### config.mk
export PLATFORM = sky130hd
export DESIGN_NAME = mem_port_arbiter
export DESIGN_NICKNAME = d
export VERILOG_FILES = /design/src/rtl/mem_arb_pkg.sv /design/src/rtl/mem_arb_rr_pick.sv /design/src/rtl/mem_port_arbiter.sv
export SDC_FILE = /design/constraint.sdc
export NUM_CORES = 1
export LEC_CHECK = 0
export ABC_CLOCK_PERIOD_IN_PS = 2860
export BUFFER_PORTS_ARGS = -buffer_cell sky130_fd_sc_hd__buf_2
export CAP_MARGIN = 0
export CORE_AREA = 2 2 119 121
export CTS_BUF_LIST = sky130_fd_sc_hd__clkbuf_8 sky130_fd_sc_hd__clkbuf_16
export DETAILED_ROUTE_END_ITERATION = 10
export DIE_AREA = 0 0 121 123
export GPL_TIMING_DRIVEN = 0
export PLACE_DENSITY = 0.73
export SYNTH_ARGS = -nofsm -noshare
export SYNTH_HDL_FRONTEND = slang
export SYNTH_HIERARCHICAL = 1
export SYNTH_SLANG_ARGS = --single-unit
### constraint.sdc
create_clock -name clk -period 2.86 [get_ports clk]
set_input_delay 0.143 -clock clk [delete_from_list [all_inputs] [get_ports clk]]
set_output_delay 0.143 -clock clk [all_outputs]
set_load 0.01 [all_outputs]
### src/rtl/mem_arb_pkg.sv
// Shared types and constants for mem_port_arbiter: FSM encoding, master ids,
// wait-counter width and the counter preload helper.
package mem_arb_pkg;

    typedef enum logic [1:0] {
        IDLE  = 2'd0,
        ISSUE = 2'd1,
        WAIT  = 2'd2,
        RESP  = 2'd3
    } state_t;

    localparam logic MID_M0 = 1'b0;
    localparam logic MID_M1 = 1'b1;

    localparam int CNT_W = 3;

    // WAIT counts down to zero, so the preload is one less than the latency.
    function automatic logic [CNT_W-1:0] wait_load(input int lat);
        return (lat > 0) ? CNT_W'(lat - 1) : '0;
    endfunction

endpackage

### src/rtl/mem_arb_rr_pick.sv
// Combinational two-way picker. Round-robin by default; with MEM_ARB_FIXED_PRIO_EN
// defined, M0 always wins a tie and last_grant is ignored.
module mem_arb_rr_pick
    import mem_arb_pkg::*;
(
    input  logic [1:0] valid,
    input  logic       last_grant,
    output logic [1:0] grant,
    output logic       grant_id
);

`ifdef MEM_ARB_FIXED_PRIO_EN
    logic unused_last_grant;
    assign unused_last_grant = last_grant;

    always_comb begin
        grant    = 2'b00;
        grant_id = MID_M0;
        if (valid[0]) begin
            grant    = 2'b01;
            grant_id = MID_M0;
        end else if (valid[1]) begin
            grant    = 2'b10;
            grant_id = MID_M1;
        end
    end
`else
    // On a tie M0 wins only if M1 was served last.
    always_comb begin
        grant    = 2'b00;
        grant_id = MID_M0;
        if (valid[0] && (!valid[1] || last_grant == MID_M1)) begin
            grant    = 2'b01;
            grant_id = MID_M0;
        end else if (valid[1]) begin
            grant    = 2'b10;
            grant_id = MID_M1;
        end
    end
`endif

endmodule

### src/rtl/mem_port_arbiter.sv
// Shares one memory port between two valid/ready masters, one transaction at a time
// (accept, issue, wait, respond). Define MEM_ARB_FIXED_PRIO_EN for strict M0 priority.
module mem_port_arbiter
    import mem_arb_pkg::*;
#(
    parameter int ADDR_W  = 32,
    parameter int DATA_W  = 32,
    parameter int LATENCY = 1
) (
    input  logic                clk,
    input  logic                rst,

    input  logic                m0_req_valid,
    output logic                m0_req_ready,
    input  logic [ADDR_W-1:0]   m0_addr,
    input  logic [DATA_W-1:0]   m0_wdata,
    input  logic [DATA_W/8-1:0] m0_wstrb,
    output logic                m0_rsp_valid,
    output logic [DATA_W-1:0]   m0_rsp_rdata,

    input  logic                m1_req_valid,
    output logic                m1_req_ready,
    input  logic [ADDR_W-1:0]   m1_addr,
    input  logic [DATA_W-1:0]   m1_wdata,
    input  logic [DATA_W/8-1:0] m1_wstrb,
    output logic                m1_rsp_valid,
    output logic [DATA_W-1:0]   m1_rsp_rdata,

    output logic [ADDR_W-1:0]   mem_addr,
    output logic [DATA_W-1:0]   mem_wdata,
    output logic [DATA_W/8-1:0] mem_wenable,
    input  logic [DATA_W-1:0]   mem_rdata,

    output logic                busy
);

    localparam int WSTRB_W = DATA_W / 8;
    localparam logic [CNT_W-1:0] CNT_LOAD = wait_load(LATENCY);

    state_t               state_reg, state_next;
    logic                 owner_reg;
    logic [ADDR_W-1:0]    addr_reg;
    logic [DATA_W-1:0]    wdata_reg;
    logic [WSTRB_W-1:0]   wstrb_reg;
    logic [CNT_W-1:0]     cnt_reg;
    logic [DATA_W-1:0]    rdata_reg;

    logic [1:0]           pick_valid;
    logic [1:0]           pick_grant;
    logic                 pick_id;
    logic                 pick_last;
    logic                 accept;
    logic                 capture;

    // Requests are only visible to the picker in IDLE, so ready is never raised elsewhere.
    assign pick_valid = (state_reg == IDLE) ? {m1_req_valid, m0_req_valid} : 2'b00;

    mem_arb_rr_pick u_pick (
        .valid      (pick_valid),
        .last_grant (pick_last),
        .grant      (pick_grant),
        .grant_id   (pick_id)
    );

    assign m0_req_ready = pick_grant[0];
    assign m1_req_ready = pick_grant[1];
    assign accept       = |pick_grant;

`ifdef MEM_ARB_FIXED_PRIO_EN
    assign pick_last = MID_M1;
`else
    logic last_grant_reg;

    always_ff @(posedge clk) begin
        if (rst) begin
            last_grant_reg <= MID_M1;
        end else if (accept) begin
            last_grant_reg <= pick_id;
        end
    end

    assign pick_last = last_grant_reg;
`endif

    assign capture = ((state_reg == ISSUE) && (LATENCY == 0)) ||
                     ((state_reg == WAIT) && (cnt_reg == '0));

    always_comb begin
        state_next = state_reg;
        case (state_reg)
            IDLE:    if (accept) state_next = ISSUE;
            ISSUE:   state_next = (LATENCY == 0) ? RESP : WAIT;
            WAIT:    if (cnt_reg == '0) state_next = RESP;
            RESP:    state_next = IDLE;
            default: state_next = IDLE;
        endcase
    end

    always_ff @(posedge clk) begin
        if (rst) begin
            state_reg <= IDLE;
            owner_reg <= MID_M0;
            addr_reg  <= '0;
            wdata_reg <= '0;
            wstrb_reg <= '0;
            cnt_reg   <= '0;
            rdata_reg <= '0;
        end else begin
            state_reg <= state_next;
            if (accept) begin
                owner_reg <= pick_id;
                addr_reg  <= (pick_id == MID_M1) ? m1_addr  : m0_addr;
                wdata_reg <= (pick_id == MID_M1) ? m1_wdata : m0_wdata;
                wstrb_reg <= (pick_id == MID_M1) ? m1_wstrb : m0_wstrb;
            end
            if (state_reg == ISSUE) begin
                cnt_reg <= CNT_LOAD;
            end else if ((state_reg == WAIT) && (cnt_reg != '0)) begin
                cnt_reg <= cnt_reg - CNT_W'(1);
            end
            // Writes report zero read data.
            if (capture) begin
                rdata_reg <= (wstrb_reg == '0) ? mem_rdata : '0;
            end
        end
    end

    assign mem_addr    = addr_reg;
    assign mem_wdata   = wdata_reg;
    assign mem_wenable = (state_reg == ISSUE) ? wstrb_reg : '0;

    assign m0_rsp_valid = (state_reg == RESP) && (owner_reg == MID_M0);
    assign m1_rsp_valid = (state_reg == RESP) && (owner_reg == MID_M1);
    assign m0_rsp_rdata = m0_rsp_valid ? rdata_reg : '0;
    assign m1_rsp_rdata = m1_rsp_valid ? rdata_reg : '0;

    assign busy = (state_reg != IDLE);

endmodule
==> reports/summary.txt <==
Status: finished clean
Count of cell types in the netlist: 32
Initial cell density of the core: 39.5%
Total power: 6570 uW
Pin count of the biggest net entering global routing: 17
Worst r2r src: state_reg[0]
Mapped Area: 5380 sq um
Synthesized Nets: 758
Crit Path Class: register to register
R2r setup slk: 0.41 ns
# IOs: 309
Top_reg_cell synth: dfxtp_1
Seq/Total Area, Yosys: 39.8%
Slew Limit Fails: 0
GRT Residual Overflow: 0
Reg2reg path depth: 9
Leak pwr: 0.00357 uW
Final wirelength: 16100 microns
Clock tree buffer depth: 2
Routed WL per cell: 14.9 microns
DR WL met2: 8290 microns
Post-synth top cells: dfxtp_1, nor2_1, a211oi_1, mux2i_1, and2_1
Combinational share of power: 48.6%
Max-cap violations: 0
Layout cell share with drive strength beyond 1: 45.8%
Top Metal Used: met4
Count leader, synth: dfxtp_1
Net switching power: 2700 uW
Global-route wire length before repair: 25100 microns
# DRC: 0
CTS tree: built
RD Place Congestion: 0.804
Setup skew after layout: 0.0106 ns
Sw frac: 41.1%
Critical Path Source Type: register
Worst EP required: 3.07 ns
Port Buffers: 307
Area post-placement: 7140 sq um
Final hold vios: 0
Largest cells by area after synthesis: dfxtp_1, mux2i_1, a211oi_1, nand3_2, nor2_1
Worst Path Arrival: 2.66 ns
N_diodes: 0
Met3 wire length: 952 microns
Root buffer cell: clkbuf_16
Vias: 5143
Final setup viols: 0
Syn. warnings: 6
# clock sinks: 107
WP buf/inv: 4
Post-synth EDFFs: 0
Crit share post-route: 85.7%
Internal power: 3870 uW
Max incr delay on CP: 0.42 ns
Routed Antenna Nets: 0
Post-CTS Setup Repair Bufs: 0
Finished Cell Area: 7430 sq um
Tmin final: 2.45 ns
Mapped Cells: 579
Worst-Skew Late Latency: 0.35 ns
Worst setup EP type: register
Unrepaired setup endpoints after global routing: no
TNS Setup: 0 ns
Iteration-0 DRC Markers: 213
Hold Buf Count CTS: 0
Reg power frac: 32.9%
Layout area overhead: 38.0%
Core Box Area: 13600 sq um
Fill cells: 1323
Min-Delay Endpoint: rdata_reg[26]
Slew HR: 53.5%
#FFs+latches synth: 107
Worst path top cell family by delay: buffers and inverters
Clock share of power: 18.5%
Vias in the first global route: 4919
DP Wirelength: 12900 microns
Cts bufs inserted: 9
Die W: 121 microns
Clock H-tree levels: 3
Synth async-reset ratio: 0%
Worst Path Max Fanout: 10
Final Util: 54.6%
Row count: 43
Worst Hold Class: primary input to register
CTS resizes: 0
Drt first pass iters: 4
Nets: 1076
Worst r2r dst: mem_wdata[7]
Crit-path cells: inv_1 > ha_1 > and2_1 > a21boi_0 > buf_4 > or2_1 > clkbuf_1 > buf_2 > a211oi_1
FMAX: 408 MHz
Number of antenna violations at the first check in global routing: 0
Slowest cell on the critical path: clkbuf_1
Synth area leader: dfxtp_1
Clk slew on worst S/H paths: 0.08 ns
VDD IR max: 0.481 mV
Number of vias per cell: 4.76
GRT Total Usage: 21.3%
Pwr/cell area: 885 nW/um^2
Die extent in y: 123 microns
Die area: 14900 sq um
WHS Path Cells: 3
Top cell type's share of synthesized area: 39.8%
Syn Area/Cell: 9.29 sq um
Metal1 wirelength: 6630 microns
Hold path start: mem_rdata[26]
Hold_ws: 0.0340 ns
Least-Margin Pin Slew: 0.697 ns
==> power by group through the flow <==
stage / Combinational (uW) / Clock, uW / Sequential [uW]
5_1_grt: 3530 / 1310 / 2220
3_3_place_gp: 3220 / 0 / 2180
6_report: 3190 / 1220 / 2160
2_1_floorplan: 2010 / 0 / 2340
4_1_cts: 3240 / 1250 / 2160
3_5_place_dp: 3240 / 0 / 2200
==> kinds of logic after synthesis <==
kind of cell    synth area share (%)
compound gates                  15.9
flops                           39.8
buf+inv                         6.56
simple gates                    23.1
mux                             13.0
fa+ha+maj                       1.63
==> metrics by stage <==
stage,cells,setup WS (ns)
floorplan,579,0.904
global placement,1066,0.389
detailed placement,1066,0.389
CTS,1081,0.368
global route,1081,0.159
finish,1081,0.409
==> how the worst max path moves through the flow <==
stage | start | to | slack, ns | cells after the start
2_1_floorplan | state_reg[0] | mem_wdata[0] | 0.90 | 9
3_3_place_gp | state_reg[0] | mem_wdata[11] | 0.39 | 9
4_1_cts | state_reg[0] | mem_wdata[12] | 0.37 | 9
3_5_place_dp | state_reg[0] | mem_wdata[12] | 0.39 | 9
5_1_grt | state_reg[0] | mem_wdata[4] | 0.16 | 9
6_report | state_reg[0] | mem_wdata[7] | 0.41 | 9
==> worst min-delay path: stages <==
cell and delay, ns:
buf_2 0.10, nand3_2 0.05, a21oi_2 0.04
==> metal layers <==
metal | up-vias | track usage, %
li1 | 2662 | -
met1 | 2290 | 25.7
met2 | 175 | 38.9
met3 | 16 | 3.87
met4 | 0 | 5.67
met5 | - | 0
==> cell type report <==
type                            instances  area (sq um)  area share [%]
Timing Repair Buffer                  307          1540            20.7
Clock buffer                            9           225            3.03
Multi-Input combinational cell        409          2890            38.8
Inverter                                7          26.3           0.354
Tap cell                              180           225            3.03
Buffer                                 56           327            4.40
Clock inverter                          6          60.1           0.809
Sequential cell                       107          2140            28.8
==> cells in the final DEF, fill, tap and decap left out, drive strengths merged <==
master and instances:
nand3b 1, and3 32, clkinvlp 3, a21oi 36, inv 9, nand3 33, mux2i 70, nand2b 3
clkbuf 33, and2 39, buf 339, bufinv 1, nor4 1, o22ai 1, nor2b 2, and3b 1
ha 7, o21ai 1, nand2 36, a21boi 2, dfxtp 107, nor2 71, a311oi 1, a211oi 70
or2 2
No activity file was read; power rests on OpenSTA's default activity.
